`src/rtl/mod_accum_array.sv`:
```
// Multi-channel tagged accumulator with a buffered valid/ready result FIFO.
// Build option: define MOD_ACCUM_SAT_EN to saturate sums instead of wrapping them.
module mod_accum_array #(
   parameter  int NUM_CH     = 4,
   parameter  int IN_W       = 5,
   parameter  int OUT_W      = 7,
   parameter  int ACC_LEN    = 4,
   parameter  int FIFO_DEPTH = 4,
   localparam int CH_W       = (NUM_CH > 1) ? $clog2(NUM_CH) : 1
) (
   input  logic             clk,
   input  logic             reset,
   input  logic             in_valid,
   output logic             in_ready,
   input  logic [CH_W-1:0]  in_ch,
   input  logic [IN_W-1:0]  in_data,
   output logic             out_valid,
   input  logic             out_ready,
   output logic [CH_W-1:0]  out_ch,
   output logic [OUT_W-1:0] out_data,
   output logic             out_ovf
);

   localparam int CNT_W = $clog2(ACC_LEN + 1);
   localparam int PTR_W = $clog2(FIFO_DEPTH);
   localparam int SUM_W = OUT_W + 1;

   localparam logic [CH_W:0]    NUM_CH_V = (CH_W + 1)'(NUM_CH);
   localparam logic [CNT_W-1:0] LAST_CNT = CNT_W'(ACC_LEN - 1);
   localparam logic [CNT_W-1:0] CNT_ONE  = CNT_W'(1);
   localparam logic [PTR_W:0]   PTR_ONE  = (PTR_W + 1)'(1);

   logic [OUT_W-1:0]  acc_r [NUM_CH];
   logic [CNT_W-1:0]  cnt_r [NUM_CH];
   logic [NUM_CH-1:0] ovf_r;
   logic              run_r;

   logic [CH_W-1:0]   fifo_ch_r   [FIFO_DEPTH];
   logic [OUT_W-1:0]  fifo_data_r [FIFO_DEPTH];
   logic              fifo_ovf_r  [FIFO_DEPTH];
   logic [PTR_W:0]    wr_ptr_r;
   logic [PTR_W:0]    rd_ptr_r;

   logic              in_range_s;
   logic [OUT_W-1:0]  cur_acc_s;
   logic [CNT_W-1:0]  cur_cnt_s;
   logic              cur_ovf_s;
   logic [SUM_W-1:0]  sum_s;
   logic              new_ovf_s;
   logic [OUT_W-1:0]  new_acc_s;
   logic              last_s;
   logic              accept_s;
   logic              push_s;
   logic              pop_s;
   logic              full_s;
   logic              empty_s;

   assign full_s   = (wr_ptr_r[PTR_W] != rd_ptr_r[PTR_W]) &&
                     (wr_ptr_r[PTR_W-1:0] == rd_ptr_r[PTR_W-1:0]);
   assign empty_s  = (wr_ptr_r == rd_ptr_r);
   assign in_ready = run_r && !full_s;
   assign accept_s = in_valid && in_ready;
   assign push_s   = accept_s && in_range_s && last_s;
   assign pop_s    = out_valid && out_ready;

   // Next accumulator state for the channel addressed by the incoming sample.
   always_comb begin
      in_range_s = ({1'b0, in_ch} < NUM_CH_V);
      cur_acc_s  = '0;
      cur_cnt_s  = '0;
      cur_ovf_s  = 1'b0;
      if (in_range_s) begin
         cur_acc_s = acc_r[in_ch];
         cur_cnt_s = cnt_r[in_ch];
         cur_ovf_s = ovf_r[in_ch];
      end else begin
         cur_acc_s = '0;
         cur_cnt_s = '0;
         cur_ovf_s = 1'b0;
      end
      sum_s     = SUM_W'(cur_acc_s) + SUM_W'(in_data);
      new_ovf_s = cur_ovf_s | sum_s[OUT_W];
`ifdef MOD_ACCUM_SAT_EN
      // Once saturated, the sum is pinned at full scale until the result is emitted.
      if (new_ovf_s) begin
         new_acc_s = {OUT_W{1'b1}};
      end else begin
         new_acc_s = sum_s[OUT_W-1:0];
      end
`else
      new_acc_s = sum_s[OUT_W-1:0];
`endif
      last_s = (cur_cnt_s == LAST_CNT);
   end

   // Per-channel accumulators, sample counters and overflow flags.
   always_ff @(posedge clk) begin
      if (!reset) begin
         run_r <= 1'b0;
         ovf_r <= '0;
         for (int i = 0; i < NUM_CH; i++) begin
            acc_r[i] <= '0;
            cnt_r[i] <= '0;
         end
      end else begin
         run_r <= 1'b1;
         if (accept_s && in_range_s) begin
            if (last_s) begin
               acc_r[in_ch] <= '0;
               cnt_r[in_ch] <= '0;
               ovf_r[in_ch] <= 1'b0;
            end else begin
               acc_r[in_ch] <= new_acc_s;
               cnt_r[in_ch] <= cur_cnt_s + CNT_ONE;
               ovf_r[in_ch] <= new_ovf_s;
            end
         end
      end
   end

   // Result FIFO storage and pointers; the extra pointer MSB separates full from empty.
   always_ff @(posedge clk) begin
      if (!reset) begin
         wr_ptr_r <= '0;
         rd_ptr_r <= '0;
         for (int i = 0; i < FIFO_DEPTH; i++) begin
            fifo_ch_r[i]   <= '0;
            fifo_data_r[i] <= '0;
            fifo_ovf_r[i]  <= 1'b0;
         end
      end else begin
         if (push_s) begin
            fifo_ch_r[wr_ptr_r[PTR_W-1:0]]   <= in_ch;
            fifo_data_r[wr_ptr_r[PTR_W-1:0]] <= new_acc_s;
            fifo_ovf_r[wr_ptr_r[PTR_W-1:0]]  <= new_ovf_s;
            wr_ptr_r <= wr_ptr_r + PTR_ONE;
         end
         if (pop_s) begin
            rd_ptr_r <= rd_ptr_r + PTR_ONE;
         end
      end
   end

   // Head-of-FIFO presentation, forced to zero while the FIFO is empty.
   always_comb begin
      out_valid = !empty_s;
      if (empty_s) begin
         out_ch   = '0;
         out_data = '0;
         out_ovf  = 1'b0;
      end else begin
         out_ch   = fifo_ch_r[rd_ptr_r[PTR_W-1:0]];
         out_data = fifo_data_r[rd_ptr_r[PTR_W-1:0]];
         out_ovf  = fifo_ovf_r[rd_ptr_r[PTR_W-1:0]];
      end
   end

endmodule

```
`config.mk`:
```
export PLATFORM = sky130hd
export DESIGN_NAME = mod_accum_array
export DESIGN_NICKNAME = d
export VERILOG_FILES = /design/src/rtl/mod_accum_array.sv
export SDC_FILE = /design/constraint.sdc
export NUM_CORES = 1
export LEC_CHECK = 0
export ABC_CLOCK_PERIOD_IN_PS = 4500
export CORE_MARGIN = 1.5
export CORE_UTILIZATION = 55
export DETAILED_ROUTE_END_ITERATION = 8
export DONT_BUFFER_PORTS = 1
export GPL_TIMING_DRIVEN = 0
export PLACE_DENSITY = 0.7
export RECOVER_POWER = 25
export SETUP_SLACK_MARGIN = 0.1
export SKIP_CTS_REPAIR_TIMING = 1
export SYNTH_ARGS = -nofsm -noshare
export SYNTH_HDL_FRONTEND = slang
export SYNTH_SLANG_ARGS = --single-unit
export TNS_END_PERCENT = 100
```
`constraint.sdc`:
```
create_clock -name clk -period 4.5 [get_ports clk]
set_input_delay 0.9 -clock clk [delete_from_list [all_inputs] [get_ports clk]]
set_output_delay 0.9 -clock clk [all_outputs]
set_load 0.01 [all_outputs]
```
== Yosys cells after proc, flatten, opt, wreduce, memory -nomap -nowiden ==
Memory sizes are Yosys's and may differ from the RTL's. A register that Yosys moved wholly into a read port is not among the register bits.
Index checks and enable logic that the tools add are counted.

* Register bits: 11
* RAM bits: 80
* Input bits: 11
* Output and inout port bits: 12
* Logic and storage cells: 82
* Memories kept: 5

{| class="wikitable"
|+ Memories
! name !! words !! bits a word !! read ports !! clocked after Yosys merged registers in !! write ports !! line !! source
|-
| acc_r || 4 || 7 || 1 || 0 || 4 || 33 || <nowiki>logic [OUT_W-1:0] acc_r [NUM_CH];</nowiki>
|-
| fifo_data_r || 4 || 7 || 1 || 1 || 4 || 39 || <nowiki>logic [OUT_W-1:0] fifo_data_r [FIFO_DEPTH];</nowiki>
|-
| cnt_r || 4 || 3 || 1 || 0 || 4 || 34 || <nowiki>logic [CNT_W-1:0] cnt_r [NUM_CH];</nowiki>
|-
| fifo_ch_r || 4 || 2 || 1 || 1 || 4 || 38 || <nowiki>logic [CH_W-1:0] fifo_ch_r [FIFO_DEPTH];</nowiki>
|-
| fifo_ovf_r || 4 || 1 || 1 || 1 || 4 || 40 || <nowiki>logic fifo_ovf_r [FIFO_DEPTH];</nowiki>
|}

* Add/sub/neg operators: 4
* $lt $le $gt $ge: 2
* Equality and inequality tests: 4
* Multiplexer cells: 45
* Bitwise operators: 5
* Reductions and logical operators: 13

{| class="wikitable"
|+ Operator list
! cell !! number
|-
| $mux W7 || 4
|-
| $mux W2 || 13
|-
| $mux W1 || 22
|-
| $reduce_or A7 Y1 || 2
|-
| $add A3 B1 Y3 const B || 3
|-
| $add A7 B5 Y8 || 1
|-
| $logic_and A1 B1 Y1 || 6
|-
| $mux W3 || 2
|-
| $and A4 B4 Y4 || 1
|-
| $bwmux W4 || 1
|-
| $mux W4 || 1
|-
| $not A4 Y4 || 1
|-
| $eq A3 B2 Y1 const B || 1
|-
| $eq A3 B3 Y1 || 1
|-
| $lt A2 B3 Y1 const B || 1
|-
| $or A1 B1 Y1 || 3
|-
| $reduce_or A3 Y1 || 1
|-
| $bmux W1 S2 || 1
|-
| $demux W1 S2 || 1
|-
| $eq A2 B2 Y1 || 1
|-
| $ge A2 B1 Y1 const B || 1
|-
| $logic_not A1 Y1 || 2
|-
| $reduce_or A2 Y1 || 1
|-
| $ne A1 B1 Y1 || 1
|-
| $reduce_or A1 Y1 || 1
|}

== Depth between registers and ports, before layout ==
Gate-level depths: netlist of the first run.

* Depth after elaboration: 11
* Mapped depth: 10

== Worst setup path after synthesis of the first run ==
OpenSTA, ideal clock, no wires.

* Path kind: in2reg
* Start point: input in_ch[0]
* End point: memory fifo_ch_r[0][0] (netlist name), enable pin
* Setup time: 0.310 ns
* Arrival time: 3.059 ns
* Data required time: 4.190 ns
* Slack: 1.131 ns
* Cell stages on the path: 9
* Buffers on the path: 3
* Cells stage by stage: buf_2 buf_2 mux4_2 ha_1 ha_1 and2_1 o311ai_0 buf_2 nand2_1

{| class="wikitable"
|+ RTL lines
! item !! line !! source
|-
| start: declaration || 15 || <nowiki>input logic [CH_W-1:0] in_ch,</nowiki>
|-
| end: declaration || 38 ||
|}

==> impl_metrics.toml, run 1 <==
[worst_setup_path]
ff2ff_setup_slack_ns = 1.62
worst-endpoint-required_ns = 4.59
worst_r2r_endpoint = "fifo_data_r[0][4]"
startpoint_types = "input pin"
setup.worst_path.class = "input pin to flip-flop"
cp_max_fo = 10
critPathArrivalTime_ns = 3.82
worst_reg_to_reg_path_cell_count = 7
critPathCaptureType = "flip-flop"
regToRegStartpoint = "acc_r[3][0]"

[placement]
post_dp_cell_area_mm2 = 0.00461
detailedPlacementHpwl_um = 6080
numPlacedInstances = 450
io_buffers = 0
gpl.final_weighted_congestion = 0.802
place_worst_setup_slack_ns = 0.557

[floorplanning]
die_h_um = 93.2
row_count = 32
start_util = 0.573
die_area_mm2 = 0.00868
io_pins = 23
floorplan.die.width_um = 93.2
core_footprint_mm2 = 0.00781

[power_and_ir_drop]
ir_worst_vdd_v = 0.000248
power.sequential.fraction = 0.556
report.power.total_mw = 1.75
sw_frac_of_total = 0.239
static-leakage-power_nw = 1.76
part_of_the_total_power_dissipated_in_combinational_logic = 0.101
clockPowerShare = 0.343
cell_internal_pwr_mw = 1.33
net_switching_component_of_the_power_mw = 0.419
power.density_mw_per_mm2 = 363

[synth]
async_flop_share = 0
synth_nets = 368
proportion_of_netlist_area_held_by_the_largest_area_contributor = 0.517
ys_seq_area_frac = 0.589
postSynth.topFlopCell = "sky130_fd_sc_hd__edfxtp_1"
syn-instance-count = 347
syn_area_per_cell_um2 = 12.9
synth.distinct_cells = 50
mappedNetlistArea_mm2 = 0.00447
synthMostInstantiatedCell = "sky130_fd_sc_hd__edfxtp_1"
synth_enable_flop_cells = 77
synth_seq_cells = 93
synth.cells.most_frequent = "77 x sky130_fd_sc_hd__edfxtp_1, 63 x sky130_fd_sc_hd__nor2_1, 24 x sky130_fd_sc_hd__nand2_1"
synth_largest_area_cell = "sky130_fd_sc_hd__edfxtp_1"
netlist_top_cells_area = "sky130_fd_sc_hd__edfxtp_1 52%, sky130_fd_sc_hd__mux4_2 11%, sky130_fd_sc_hd__dfxtp_1 7.2%, sky130_fd_sc_hd__nor2_1 5.3%, sky130_fd_sc_hd__ha_1 2.5%"
yosysWarningCount = 0

[min_path]
hold_path_class = "flip-flop to flip-flop"
whs_endpoint = "fifo_ovf_r[0]"
worst_hold_startpoint = "fifo_ovf_r[0]"
hold_depth = 2

[global_routing]
global_route.usage.total = 0.223
grt_pass1_wl_um = 14000
grt_max_degree = 16
grt_overflow_total = 0
grt_pass1_vias = 2753
grt_antenna_before_repair = 0

[layout]
layout-drive-gt1-share = 0.149
finalNetCount = 380
finish.utilization = 0.617
layout-area-overhead-vs-synth_pct = 7.66
stdcell_count = 465
n_antenna_cell = 0
layout.cell_area.non_filler_mm2 = 0.00482

[cts]
clock_latency_ns = 0.35
root_buffer = "sky130_fd_sc_hd__clkbuf_8"
tritoncts = "yes"
numCtsBuffers = 9
cts_htree_levels = 3
clkSinkCount = 93
clk_slew_on_worst_s_h_paths_ns = 0.09
cts_buffer_depth = 2

[route]
ant_nets = 0
avgViaCountPerCell = 5.92
drt-initial-drc-count = 175
remaining_drc_errors = 0
vias_after_detailed_routing = 2751
wl_per_cell_um = 19.2
drt_pre_antenna_iters = 4
routed_wirelength_um = 8930

[sta]
max_freq_mhz = 267
grt_setup_unrepaired = "false"
hold_violations = 0
timing.hold.ws_ns = 0.504
layout_min_cycle_time_ns = 3.74
setup_viol = 0
max_slew.worst_pin.slew_ns = 0.796
slew_viol_final = 0
finClkSkew_ns = 0.00902
worst_slew_margin_rel = 0.466
final.setup.tns_ns = 0
final.period_utilization = 0.831
smallest_setup_slack_after_layout_ns = 0.762

[run_status]
outcome = "finished, final reports clean"

[run]
drv_cap = 0
placed cells by master (no fill, tap or decap), types with 7 or more instances in the layout:
master / count
sky130_fd_sc_hd__edfxtp_1: 77
sky130_fd_sc_hd__nor2_1: 63
sky130_fd_sc_hd__nand2_1: 24
sky130_fd_sc_hd__mux4_2: 21
sky130_fd_sc_hd__dfxtp_1: 16
sky130_fd_sc_hd__nor2b_1: 14
sky130_fd_sc_hd__a21oi_1: 13
sky130_fd_sc_hd__inv_1: 10
sky130_fd_sc_hd__nor3_1: 10
sky130_fd_sc_hd__ha_1: 9
sky130_fd_sc_hd__clkbuf_8: 9
sky130_fd_sc_hd__buf_2: 8
sky130_fd_sc_hd__clkbuf_1: 7
worst max-delay path by stage:
stage	cells past startpoint	endpoint	startpoint	slack [ns]
floorplan	9	fifo_ch_r[0][0]	in_ch[0]	1.13
global route	9	acc_r[3][4]	in_ch[1]	0.54
global placement	7	fifo_data_r[3][4]	in_ch[0]	0.57
finish	9	fifo_data_r[0][4]	in_ch[1]	0.76
CTS	9	fifo_data_r[2][5]	in_ch[0]	0.93
detailed placement	9	fifo_data_r[2][4]	in_ch[0]	0.56
logic make-up (layout without fill, tap and decap cells):
| logic type | after synthesis | in the layout | synth area share |
|---|---|---|---|
| simple gates | 135 | 135 | 0.140 |
| flops | 93 | 93 | 0.589 |
| compound gates | 44 | 44 | 0.0716 |
| buf+inv | 27 | 43 | 0.0257 |
| mux | 26 | 26 | 0.117 |
| xor+xnor | 12 | 12 | 0.0269 |
| fa+ha+maj | 10 | 10 | 0.0297 |
layer usage:
metal  global-route usage  up-vias  share of wire
met5                    0        -              0
met4                0.102        0          0.020
met3               0.0415       14          0.052
met2                0.381       88           0.51
met1                0.274     1344           0.42
li1                     -     1305              -
registers in the layout (all words and copies together) (netlist names), named ones only:
register and cells:
cnt_r 12, rd_ptr_r 3, wr_ptr_r 3, ovf_r 4, fifo_ch_r 8, run_r 1
fifo_ovf_r 4, fifo_data_r 28, acc_r 28
final cells by class:
cell class                      count  area (µm²)
Fill cell                         629        2990
Sequential cell                    93        2630
Multi-Input combinational cell    227        1730
Tap cell                          102         128
Clock buffer                        9         124
Clock inverter                      6        87.6
Buffer                             16        70.1
Inverter                           11        41.3
Timing Repair Buffer                1        7.51
power by group through the flow:
stage          logic (mW)  clock network, mW  registers [mW]
2_1_floorplan       0.131                  0           0.988
3_3_place_gp        0.170                  0           0.991
3_5_place_dp        0.176                  0           0.993
4_1_cts             0.176              0.605           0.973
5_1_grt             0.194              0.634           0.976
6_report            0.176              0.600           0.973
worst max-delay path, cell delays in order:
cell and delay [ns]:
sky130_fd_sc_hd__buf_2 0.21, sky130_fd_sc_hd__clkbuf_1 0.52, sky130_fd_sc_hd__mux4_2 0.41, sky130_fd_sc_hd__ha_1 0.22, sky130_fd_sc_hd__fa_1 0.46, sky130_fd_sc_hd__a21o_1 0.22, sky130_fd_sc_hd__a21oi_1 0.16, sky130_fd_sc_hd__xor2_1 0.58
sky130_fd_sc_hd__nor2_1 0.12
Power figures use the tool's default switching activity.
==> run 2: changes to the inputs <==
- ABC_CLOCK_PERIOD_IN_PS: 4500 -> 3900
- clock period: 4.5 -> 3.9 ns (I/O delays scaled with it)
==> impl_metrics.toml, run 2 (synthesis gave the netlist of run 1 again) <==
[floorplanning]
core_footprint_mm2 = 0.00781
floorplan.die.width_um = 93.2
die_area_mm2 = 0.00868
die_h_um = 93.2
start_util = 0.573
row_count = 32
io_pins = 23

[route]
routed_wirelength_um = 8960
ant_nets = 0
highest-signal-layer = "met4"
met3WireLength_um = 466
drt_pre_antenna_iters = 5
wl_per_cell_um = 19.3
avgViaCountPerCell = 5.88
drt-initial-drc-count = 165
met1_layer_wirelength_in_the_final_routing_um = 3760
met2RoutedLength_um = 4590
remaining_drc_errors = 0
vias_after_detailed_routing = 2736

[worst_setup_path]
cp_top_family = "buffers and inverters"
critical_path.most_common_cell = "sky130_fd_sc_hd__buf_2"
worstPathCellList = "buf_2 -> buf_2 -> mux4_2 -> ha_1 -> ha_1 -> and2_1 -> o311ai_0 -> buf_2 -> nand2_1"
worst-endpoint-required_ns = 3.90
cp_slowest_cell = "sky130_fd_sc_hd__mux4_2"
crit_buf_inv = 3
critPathArrivalTime_ns = 3.44
startpoint_types = "input pin"
critPathCaptureType = "flip-flop"
setup.worst_path.class = "input pin to flip-flop"
cp_max_fo = 10
cp_slowest_stage_delay_ns = 0.54

[power_and_ir_drop]
ir_worst_vdd_v = 0.000286
static-leakage-power_nw = 1.76
power.density_mw_per_mm2 = 419
report.power.total_mw = 2.02

[global_routing]
grt_pass1_wl_um = 14000
grt_pass1_vias = 2753
global_route.usage.total = 0.223
grt_overflow_total = 0
grt_max_degree = 16
grt_antenna_before_repair = 0

[layout]
stdcell_count = 465
layout_common_cells = "77 x sky130_fd_sc_hd__edfxtp_1, 63 x sky130_fd_sc_hd__nor2_1, 24 x sky130_fd_sc_hd__nand2_1, 21 x sky130_fd_sc_hd__mux4_2, 16 x sky130_fd_sc_hd__dfxtp_1"
layout_top_registers = "acc_r (28), fifo_data_r (28), cnt_r (12)"
n_antenna_cell = 0
num-fill-cells = 628
mostFrequentLayoutCell = "sky130_fd_sc_hd__edfxtp_1"
finalNetCount = 380
layout-area-overhead-vs-synth_pct = 7.69
layout-drive-gt1-share = 0.152

[run_status]
outcome = "finished, final reports clean"

[sta]
final.period_utilization = 0.881
setup_viol = 0
max_freq_mhz = 291
slew_viol_final = 0
finClkSkew_ns = 0.00852
smallest_setup_slack_after_layout_ns = 0.463
final.setup.tns_ns = 0
worst_slew_margin_rel = 0.472
grt_setup_unrepaired = "false"
max_slew.worst_pin.slew_ns = 0.786
hold_violations = 0
layout_min_cycle_time_ns = 3.44
timing.hold.ws_ns = 0.448

[cts]
cts_buffer_depth = 2
numCtsBuffers = 9
root_buffer = "sky130_fd_sc_hd__clkbuf_8"
clk_slew_on_worst_s_h_paths_ns = 0.09
tritoncts = "yes"
clkSinkCount = 93
cts_htree_levels = 3
clock_latency_ns = 0.35

[placement]
io_buffers = 0
place_worst_setup_slack_ns = 0.0768
gpl.final_weighted_congestion = 0.802
numPlacedInstances = 450
detailedPlacementHpwl_um = 6080

[min_path]
hold_path_class = "input pin to flip-flop"

[run]
drv_cap = 0
run 2: cell types whose count changed in the layout (fill, tap and decap cells not counted):
cell,before,now
sky130_fd_sc_hd__buf_2,8,9
sky130_fd_sc_hd__clkbuf_1,7,6
run 2: area by class of cell:
| cell class | count | area, µm² | share of cell area |
|---|---|---|---|
| inverters | 11 | 41.3 | 0.00857 |
| plain buffers | 16 | 71.3 | 0.0148 |
| multi-input cells | 227 | 1730 | 0.358 |
| repair buffers | 1 | 7.51 | 0.00156 |
| well taps | 102 | 128 | 0.0265 |
| clock inverters | 6 | 87.6 | 0.0182 |
| flip-flops and latches | 93 | 2630 | 0.546 |
| clock buffers | 9 | 124 | 0.0257 |
run 2: metrics by stage:
| step | cell area, µm² | utilization |
|---|---|---|
| global route | 4820 | 0.617 |
| detailed placement | 4610 | 0.590 |
| floorplan | 4470 | - |
| global placement | 4600 | 0.589 |
| finish | 4820 | 0.617 |
| CTS | 4820 | 0.617 |
run 2: per-layer routing:
metal / up-vias / global-route usage
met5: - / 0
met4: 0 / 0.102
met2: 77 / 0.381
li1: 1305 / -
met1: 1343 / 0.274
met3: 11 / 0.0415
run 2: final timing paths:
kind	end	from	cells after the start	slack [ns]
setup reg to reg	fifo_data_r[0][4]	acc_r[3][0]	7	1.03
setup / recovery	fifo_data_r[2][1]	in_ch[0]	9	0.46
hold / removal	run_r	reset	0	0.45
hold reg to reg	fifo_ovf_r[0]	fifo_ovf_r[0]	2	0.51
run 2: where the power goes:
group | switching, mW | internal, mW
logic | 0.137 | 0.0658
clock network | 0.335 | 0.358
registers | 0.0108 | 1.11
total | 0.483 | 1.54
run 2: worst reg2reg max path, cell delays in order, from the launching register on:
cell                       delay (ns)
sky130_fd_sc_hd__edfxtp_1        0.37
sky130_fd_sc_hd__mux4_2          0.48
sky130_fd_sc_hd__ha_1            0.22
sky130_fd_sc_hd__fa_1            0.46
sky130_fd_sc_hd__a21o_1          0.22
sky130_fd_sc_hd__a21oi_1         0.16
sky130_fd_sc_hd__xor2_1          0.57
sky130_fd_sc_hd__nor2_1          0.12
==> run 3: changes to the inputs <==
- CTS_CLUSTER_SIZE: default -> 30
==> results of run 3 <==
No change in the layout: final DEF, timing and power equal those of run 2.
